**src/rtl/jtopl_timer_bank.sv**
```systemverilog
// jtopl_timer_bank: bank of NCH up-counting interval timers with per-channel
// prescaler, one-shot / auto-reload modes, maskable flags and a shared
// active-low IRQ. Ticks on cenop & zero (the FM op-rate enable).
//
// Optional feature macro: JTOPL_TIMER_CASCADE_EN
//   Defined     -> channel i>0 with cascade[i]=1 steps on overflow[i-1] in the
//                  same cycle; its prescaler is bypassed and held at 0.
//   Not defined -> cascade is ignored, every channel uses its prescaled tick.
//
// Ports
//   clk, rst_n    clock, asynchronous active-low reset
//   cenop, zero   tick = cenop & zero
//   start_value   NCH*VW   reload value, channel i at [i*VW +: VW]
//   presc         NCH*PSW  prescaler terminal count, channel i at [i*PSW +: PSW]
//   load          NCH      1 = run, 0 = hold at start_value (rearms one-shot)
//   oneshot       NCH      1 = stop after first overflow
//   cascade       NCH      chain channel i to channel i-1 (bit 0 ignored)
//   clr_flag      NCH      clear channel flag (wins over a same-cycle overflow)
//   flagen        NCH      output mask for the flags
//   flag          NCH      pre_flag & flagen
//   overflow      NCH      combinational overflow pulse
//   irq_n         1        ~|flag

// Per-channel state: counter, prescaler, one-shot done bit and raw flag.
// Step/overflow decisions are made in the bank so the cascade ripple stays in
// one combinational process.
module jtopl_timer_ch #(
    parameter int VW  = 8,
    parameter int PSW = 4
) (
    input  logic           clk,
    input  logic           rst_n,
    input  logic           tick,
    input  logic           load,
    input  logic           oneshot,
    input  logic           bypass,
    input  logic           step,
    input  logic           ovf,
    input  logic           clr_flag,
    input  logic [VW-1:0]  start_value,
    input  logic [PSW-1:0] presc,
    output logic [VW-1:0]  cnt,
    output logic           hit,
    output logic           done,
    output logic           pre_flag
);
    logic [PSW-1:0] pcnt;

    // >= rather than == so a lowered presc takes effect on the next tick
    assign hit = (pcnt >= presc);

    always_ff @(posedge clk or negedge rst_n) begin
        if (!rst_n) begin
            cnt  <= '0;
            pcnt <= '0;
            done <= 1'b0;
        end else if (!load) begin
            cnt  <= start_value;
            pcnt <= '0;
            done <= 1'b0;
        end else if (!done) begin
            if (bypass)
                pcnt <= '0;
            else if (tick)
                pcnt <= hit ? '0 : pcnt + 1'b1;
            if (step) begin
                cnt <= ovf ? start_value : cnt + 1'b1;
                if (ovf && oneshot)
                    done <= 1'b1;
            end
        end
    end

    always_ff @(posedge clk or negedge rst_n) begin
        if (!rst_n)
            pre_flag <= 1'b0;
        else if (clr_flag)
            pre_flag <= 1'b0;
        else if (ovf)
            pre_flag <= 1'b1;
    end
endmodule

module jtopl_timer_bank #(
    parameter int NCH = 2,
    parameter int VW  = 8,
    parameter int PSW = 4
) (
    input  logic               clk,
    input  logic               rst_n,
    input  logic               cenop,
    input  logic               zero,
    input  logic [NCH*VW-1:0]  start_value,
    input  logic [NCH*PSW-1:0] presc,
    input  logic [NCH-1:0]     load,
    input  logic [NCH-1:0]     oneshot,
    input  logic [NCH-1:0]     cascade,
    input  logic [NCH-1:0]     clr_flag,
    input  logic [NCH-1:0]     flagen,
    output logic [NCH-1:0]     flag,
    output logic [NCH-1:0]     overflow,
    output logic               irq_n
);
    logic                   tick;
    logic [NCH-1:0][VW-1:0] cnt;
    logic [NCH-1:0]         hit;
    logic [NCH-1:0]         done;
    logic [NCH-1:0]         pre_flag;
    logic [NCH-1:0]         bypass;
    logic [NCH-1:0]         step;
    logic [NCH-1:0]         ovf;

    assign tick = cenop & zero;

`ifdef JTOPL_TIMER_CASCADE_EN
    logic unused_cascade;
    assign unused_cascade = cascade[0];   // channel 0 has no predecessor
`else
    logic unused_cascade;
    assign unused_cascade = ^cascade;
`endif

    // Walk the channels in order so a cascaded channel sees its
    // predecessor's overflow from this same cycle.
    always_comb begin
        logic prev;
        prev     = 1'b0;
        bypass   = '0;
        step     = '0;
        ovf      = '0;
        for (int i = 0; i < NCH; i++) begin
`ifdef JTOPL_TIMER_CASCADE_EN
            bypass[i] = (i > 0) && cascade[i];
`endif
            step[i] = bypass[i] ? prev : (tick & hit[i]);
            ovf[i]  = load[i] & ~done[i] & step[i] & (&cnt[i]);
            prev    = ovf[i];
        end
    end

    for (genvar g = 0; g < NCH; g++) begin : g_ch
        jtopl_timer_ch #(.VW(VW), .PSW(PSW)) u_ch (
            .clk         (clk),
            .rst_n       (rst_n),
            .tick        (tick),
            .load        (load[g]),
            .oneshot     (oneshot[g]),
            .bypass      (bypass[g]),
            .step        (step[g]),
            .ovf         (ovf[g]),
            .clr_flag    (clr_flag[g]),
            .start_value (start_value[g*VW +: VW]),
            .presc       (presc[g*PSW +: PSW]),
            .cnt         (cnt[g]),
            .hit         (hit[g]),
            .done        (done[g]),
            .pre_flag    (pre_flag[g])
        );
    end

    assign overflow = ovf;
    assign flag     = pre_flag & flagen;
    assign irq_n    = ~|flag;
endmodule

```
**config.mk**
```make
export PLATFORM = sky130hd
export DESIGN_NAME = jtopl_timer_bank
export DESIGN_NICKNAME = d
export VERILOG_FILES = /design/src/rtl/jtopl_timer_bank.sv
export SDC_FILE = /design/constraint.sdc
export NUM_CORES = 1
export LEC_CHECK = 0
export CORE_MARGIN = 2
export CORE_UTILIZATION = 50
export CTS_CLUSTER_SIZE = 8
export DETAILED_ROUTE_END_ITERATION = 10
export HOLD_SLACK_MARGIN = 0.03
export PLACE_DENSITY = 0.8
export SETUP_SLACK_MARGIN = 0.2
export SLEW_MARGIN = 40
export SYNTH_ARGS = -nofsm -noshare
export SYNTH_HDL_FRONTEND = slang
export SYNTH_SLANG_ARGS = --single-unit
```
**constraint.sdc**
```tcl
create_clock -name clk -period 2.7 [get_ports clk]
set_input_delay 0.54 -clock clk [delete_from_list [all_inputs] [get_ports clk]]
set_output_delay 0.54 -clock clk [all_outputs]
set_load 0.02 [all_outputs]
```
**Word level (Yosys, flattened, before mapping)**

Cells that the tools add are included.

- $add $sub $neg: 4
- Order comparisons: 2
- Eq/ne operators: 6
- Multiplexer cells: 28
- Bitwise logic cells: 12
- Reductions and logical operators: 12

Operators with widths:

| kind | number |
|---|---|
| $mux 8 | 8 |
| $mux 4 | 8 |
| $add 8x1->8 const B | 2 |
| $reduce_and 8->1 | 2 |
| $mux 1 | 12 |
| $and 1x1->1 | 9 |
| $add 4x1->4 const B | 2 |
| $ge 4x4->1 | 2 |
| $ne 2x1->1 const B | 4 |
| $reduce_and 2->1 | 4 |
| $ne 2x2->1 const B | 2 |
| $reduce_bool 2->1 | 2 |
| $and 2x2->2 | 1 |
| $logic_and 1x1->1 | 2 |
| $not 1->1 | 2 |
| $reduce_or 2->1 | 1 |
| $logic_not 1->1 | 1 |

- Register bits after elaboration: 28
- Output and inout bits: 5
- Logic and storage cells: 72

**Longest topological paths before layout**

- Depth after elaboration: 9
- Mapped depth: 8
- Gate-level depth less buffers: 7

**Modules after synthesis**

Synthesis repeated with hierarchy kept, for this count alone.

- Cells, all modules: 227
- Area total of the unflattened synthesis: 1934.4 sq um

Modules (own cells, without submodules):

| module | instances | cells each | area an instance (sq um) | sequential area each (sq um) |
|---|---|---|---|---|
| jtopl_timer_ch | 2 | 105 | 908.4 | 350.3 |
| jtopl_timer_bank | 1 | 17 | 117.6 | 0.0 |

**Worst setup path after synthesis**

Ideal clock, no wire load.

- Path kind: in2out
- From: in presc[7]
- To: out overflow[1]
- Data arrival time: 1.592 ns
- Data required time: 2.160 ns
- Slack: 0.568 ns
- Stages: 6
- Cells stage by stage: inv_1 ha_1 o211ai_1 o21ai_1 and3_1 buf_4

- Cells in the longest elaborated chain, start to end: 4

RTL lines:

| item | RTL line | RTL |
|---|---|---|
| start, declared | 94 | `input logic [NCH*PSW-1:0] presc,` |
| $ge 4x4->1 | 50 | `assign hit = (pcnt >= presc);` |
| $and 1x1->1 | 135 | `step[i] = bypass[i] ? prev : (tick & hit[i]);` |
| $and 1x1->1 (2 in series) | 136 | `ovf[i] = load[i] & ~done[i] & step[i] & (&cnt[i]);` |
| end, declared | 101 | `output logic [NCH-1:0] overflow,` |

Every way passes these cells.

**Worst setup path after layout**

- From: in presc[0]
- To: out overflow[0]

The elaborated chain is that of the path after synthesis.

==> flow_results.org <==
** Outcome
- The flow ran to the end, and the final reports show no timing, DRC or antenna violations.

** Critical path
- Of all nets on the critical path, the largest fanout is 2.
- CP Capture Type :: output port
- Worst-case reg-to-reg path depth :: 8
- Category of the critical setup timing path :: input port to output port
- Setup crit start kind :: input port
- STA puts the critical path data arrival time at 1.91 ns.
- CP Data Required Time :: 2.16 ns
- Critical path origin :: presc[0]
- In this run the critical register-to-register path is launched from g_ch[0].u_ch.pcnt[0]$_DFFE_PN0P_.

** Yosys
- Cell area after technology mapping :: 1800 sq um
- The synthesized design spends more area on one cell type than any other, namely sky130_fd_sc_hd__dfrtp_1.
- Yosys mapped a number of flops with a built-in enable equal to 0.
- For this run, the number of Yosys warnings is 0.
- Seq/Total Area, Yosys :: 0.389
- After synthesis, the netlist uses 46 different library cells.
- Number of register bits inferred by synthesis :: 28
- The number of nets handed over by synthesis was 243.
- Top cell type's share of synthesized area :: 0.389
- Top post-synthesis cells by area :: sky130_fd_sc_hd__dfrtp_1 39%, sky130_fd_sc_hd__ha_1 8.3%, sky130_fd_sc_hd__mux2i_1 5.6%
- Post-synth ARST share :: 1.00
- Most used flip-flop cell after synthesis :: sky130_fd_sc_hd__dfrtp_1
- Synthesized instance count :: 193
- Syn avg cell area :: 9.34 sq um

** Detailed routing
- Drt wl/cell :: 12.9 um
- Summing over every cut layer, the via total after detailed routing is 1607.
- Iteration-0 DRC count of the detailed router :: 47
- Using the TritonRoute via totals, the vias-per-cell ratio works out to 5.47.
- For this block, the routed nets add up to 3.80 mm of wire.
- DRC violations left :: 0
- Once detail routing completed, the nets flagged for antenna violations numbered 0.
- For this run, the detailed router's first-pass iteration total came to 4.

** STA
- Setup violations remaining at the end of the flow were counted as 0.
- Headroom to the max-slew limit came out at 0.736.
- Transition time of the tightest slew-check pin :: 0.393 ns
- The count of endpoints failing hold in the final timing report is 0.
- Fin crit share :: 0.909
- Setup TNS :: 0 ns
- Number of slew-limit violations in the final report :: 0
- Setup repair after global routing left no endpoint under its margin.
- The routed design could run at a clock period as short as 2.45 ns.
- Setup slack on the critical path of the routed design comes to 0.245 ns.
- Between clock sinks in the finished design, the worst skew comes to 0.00874 ns.
- Timing would allow up to 0.407 GHz.

** Clocking
- In this run, CTS created clock tree buffers numbering 3.
- CTS built an H-tree with a depth of 1.
- Library cell used as clock root buffer :: sky130_fd_sc_hd__clkbuf_4
- TritonCTS built the clock tree.
- Clock buffer depth :: 2
- CTS Sinks :: 28
- Clock network latency to the later pin of the worst-skew pair :: 0.33 ns
- Clock-pin slew was measured on the worst setup and hold paths at 0.15 ns.

** Cells and area
- The filler cells instantiated in the layout total 267.
- The number of antenna diodes in the final layout is 0.
- The multi-input combinational cells in the finished layout cover a total of 1050 sq um.
- Summing all flip-flop and latch instances after layout gives 701 sq um.
- Leading cell types in the layout, fill and taps excluded :: 35 x sky130_fd_sc_hd__clkdlybuf4s50_1, 28 x sky130_fd_sc_hd__dfrtp_1, 17 x sky130_fd_sc_hd__nand2_1, 17 x sky130_fd_sc_hd__buf_4, 13 x sky130_fd_sc_hd__inv_1
- Most common cell after layout, fill and taps aside :: sky130_fd_sc_hd__clkdlybuf4s50_1
- In the final layout, the share of cells above drive strength 1 is 0.149.
- Growth of design area from synthesis to finish :: 34.8%
- Once layout is done, the placed cells without fillers occupy 2430 sq um.
- Number of nets in the layout :: 299

** Global route
- Entering global routing, the biggest net connects 29 pins.
- Global Route Usage Sum :: 0.203
- Global route total overflow :: 0
- Wire length of the first global-routing pass :: 6.62 mm
- The number of antenna violations at the first check in global routing came to 0.
- Number of global-route vias before repair :: 1587

** Power
- The worst-case IR drop observed on VDD is 0.281 mV.
- Total power density per cell area :: 411 nW/um^2
- Leakage :: 1.13 nW

** Placement
- Area of placed instances :: 2340 sq um
- At the end of routability-driven placement, the weighted congestion stood at 0.823.
- Input and output buffers added on the ports amount to 40.
- Summed over all nets, the half-perimeter wirelength after detailed placement is 2.87 mm.
- Setup slack after placement :: -0.410 ns

** Worst hold path
- The startpoint identified for the worst hold timing path is g_ch[1].u_ch.pre_flag$_DFFE_PN0P_.
- Along the worst hold path, the cell count comes to 2.
- Worst min-delay path class :: flop to flop

** Floorplanning
- The initial utilization of the core area, before any placement, comes to 0.532.
- The total area inside the core boundary comes to 3390 sq um.
- Chip Height :: 64.1 um
- Site row count :: 21
- Horiz. Die Dim :: 64.1 um
- The floorplan step defined a die boundary enclosing 4100 sq um.
- Count of pins on the block boundary :: 43

** Job
- Max-cap violations in this run came to 0.
## final timing paths
path,slack [ns],to
worst max register to register,0.50,g_ch[0].u_ch.cnt[4]$_DFFE_PN0P_
worst min-delay path,0.52,g_ch[1].u_ch.pre_flag$_DFFE_PN0P_
min in group asynchronous,0.56,g_ch[0].u_ch.cnt[0]$_DFFE_PN0P_
worst max-delay path,0.25,overflow[0]
worst min register to register,0.52,g_ch[1].u_ch.pre_flag$_DFFE_PN0P_
max in group asynchronous,1.87,g_ch[1].u_ch.pcnt[2]$_DFFE_PN0P_
## metal layers
metal / routed length, um / GRT usage / vias to the layer above
met5: 0 / 0 / -
met4: 27 / 0.0652 / 0
met3: 134 / 0.0176 / 2
met2: 1800 / 0.346 / 30
met1: 1840 / 0.273 / 756
li1: - / - / 819
## area by class of cell
| cell class | count | area share |
|---|---|---|
| clock buffers | 4 | 0.0149 |
| inverters | 15 | 0.0232 |
| multi-input cells | 144 | 0.431 |
| flip-flops and latches | 28 | 0.288 |
| well taps | 46 | 0.0237 |
| repair buffers | 57 | 0.219 |
## cells by family (layout without fill, tap and decap cells)
group           after synthesis  in the layout  share of synthesized area
xor+xnor                      4              4                     0.0194
compound gates               51             51                      0.202
fa+ha+maj                    12             12                     0.0833
mux                          11             11                     0.0618
simple gates                 66             66                      0.189
flops                        28             28                      0.389
buf+inv                      21             76                     0.0555
## registers in the layout, indices dropped and copies added, names as in the netlist
name and count:
g_ch.u_ch.cnt 16, g_ch.u_ch.done 2, g_ch.u_ch.pcnt 8, g_ch.u_ch.pre_flag 2
## worst max-delay path, stage by stage
cell,delay (ns)
sky130_fd_sc_hd__clkdlybuf4s50_1,0.41
sky130_fd_sc_hd__ha_1,0.19
sky130_fd_sc_hd__nor3b_1,0.13
sky130_fd_sc_hd__o21a_1,0.19
sky130_fd_sc_hd__nor4_2,0.25
sky130_fd_sc_hd__buf_2,0.21
## metrics by stage
| stage | util | hold slack (ns) | instances | power [W] |
|---|---|---|---|---|
| detailed placement | 0.690 | 0.486 | 289 | 0.000796 |
| CTS | 0.708 | 0.518 | 294 | 0.00101 |
| finish | 0.717 | 0.515 | 294 | 0.000999 |
| global placement | 0.690 | 0.474 | 289 | 0.000789 |
| floorplan | - | 0.244 | 193 | 0.000679 |
| global route | 0.717 | 0.574 | 294 | 0.00107 |
## synth_stat cells (all sizes together) (3+ instances only)
master	n
a22o	3
a2bb2oi	4
mux2i	10
ha	12
inv	14
and3	7
a21oi	11
a221o	3
nor4	3
nor2	12
buf	6
a21o	3
a22oi	4
nand3	9
o21ai	12
nand2	17
dfrtp	28
## timing repair
action,in CTS,in global routing
pin swaps,5,7
setup buffers,1,0
setup endpoints to repair,5,9
resized for setup,14,7
hold buffers,0,0
## power by group
group	switching, W	leakage (nW)	total [W]	internal [W]
sequential	0.0000553	0.344	0.000522	0.000467
combinational	0.000119	0.769	0.000268	0.000150
clock	0.000126	0.0210	0.000209	0.0000825
Note: power is estimated with default switching activity, not from simulation.
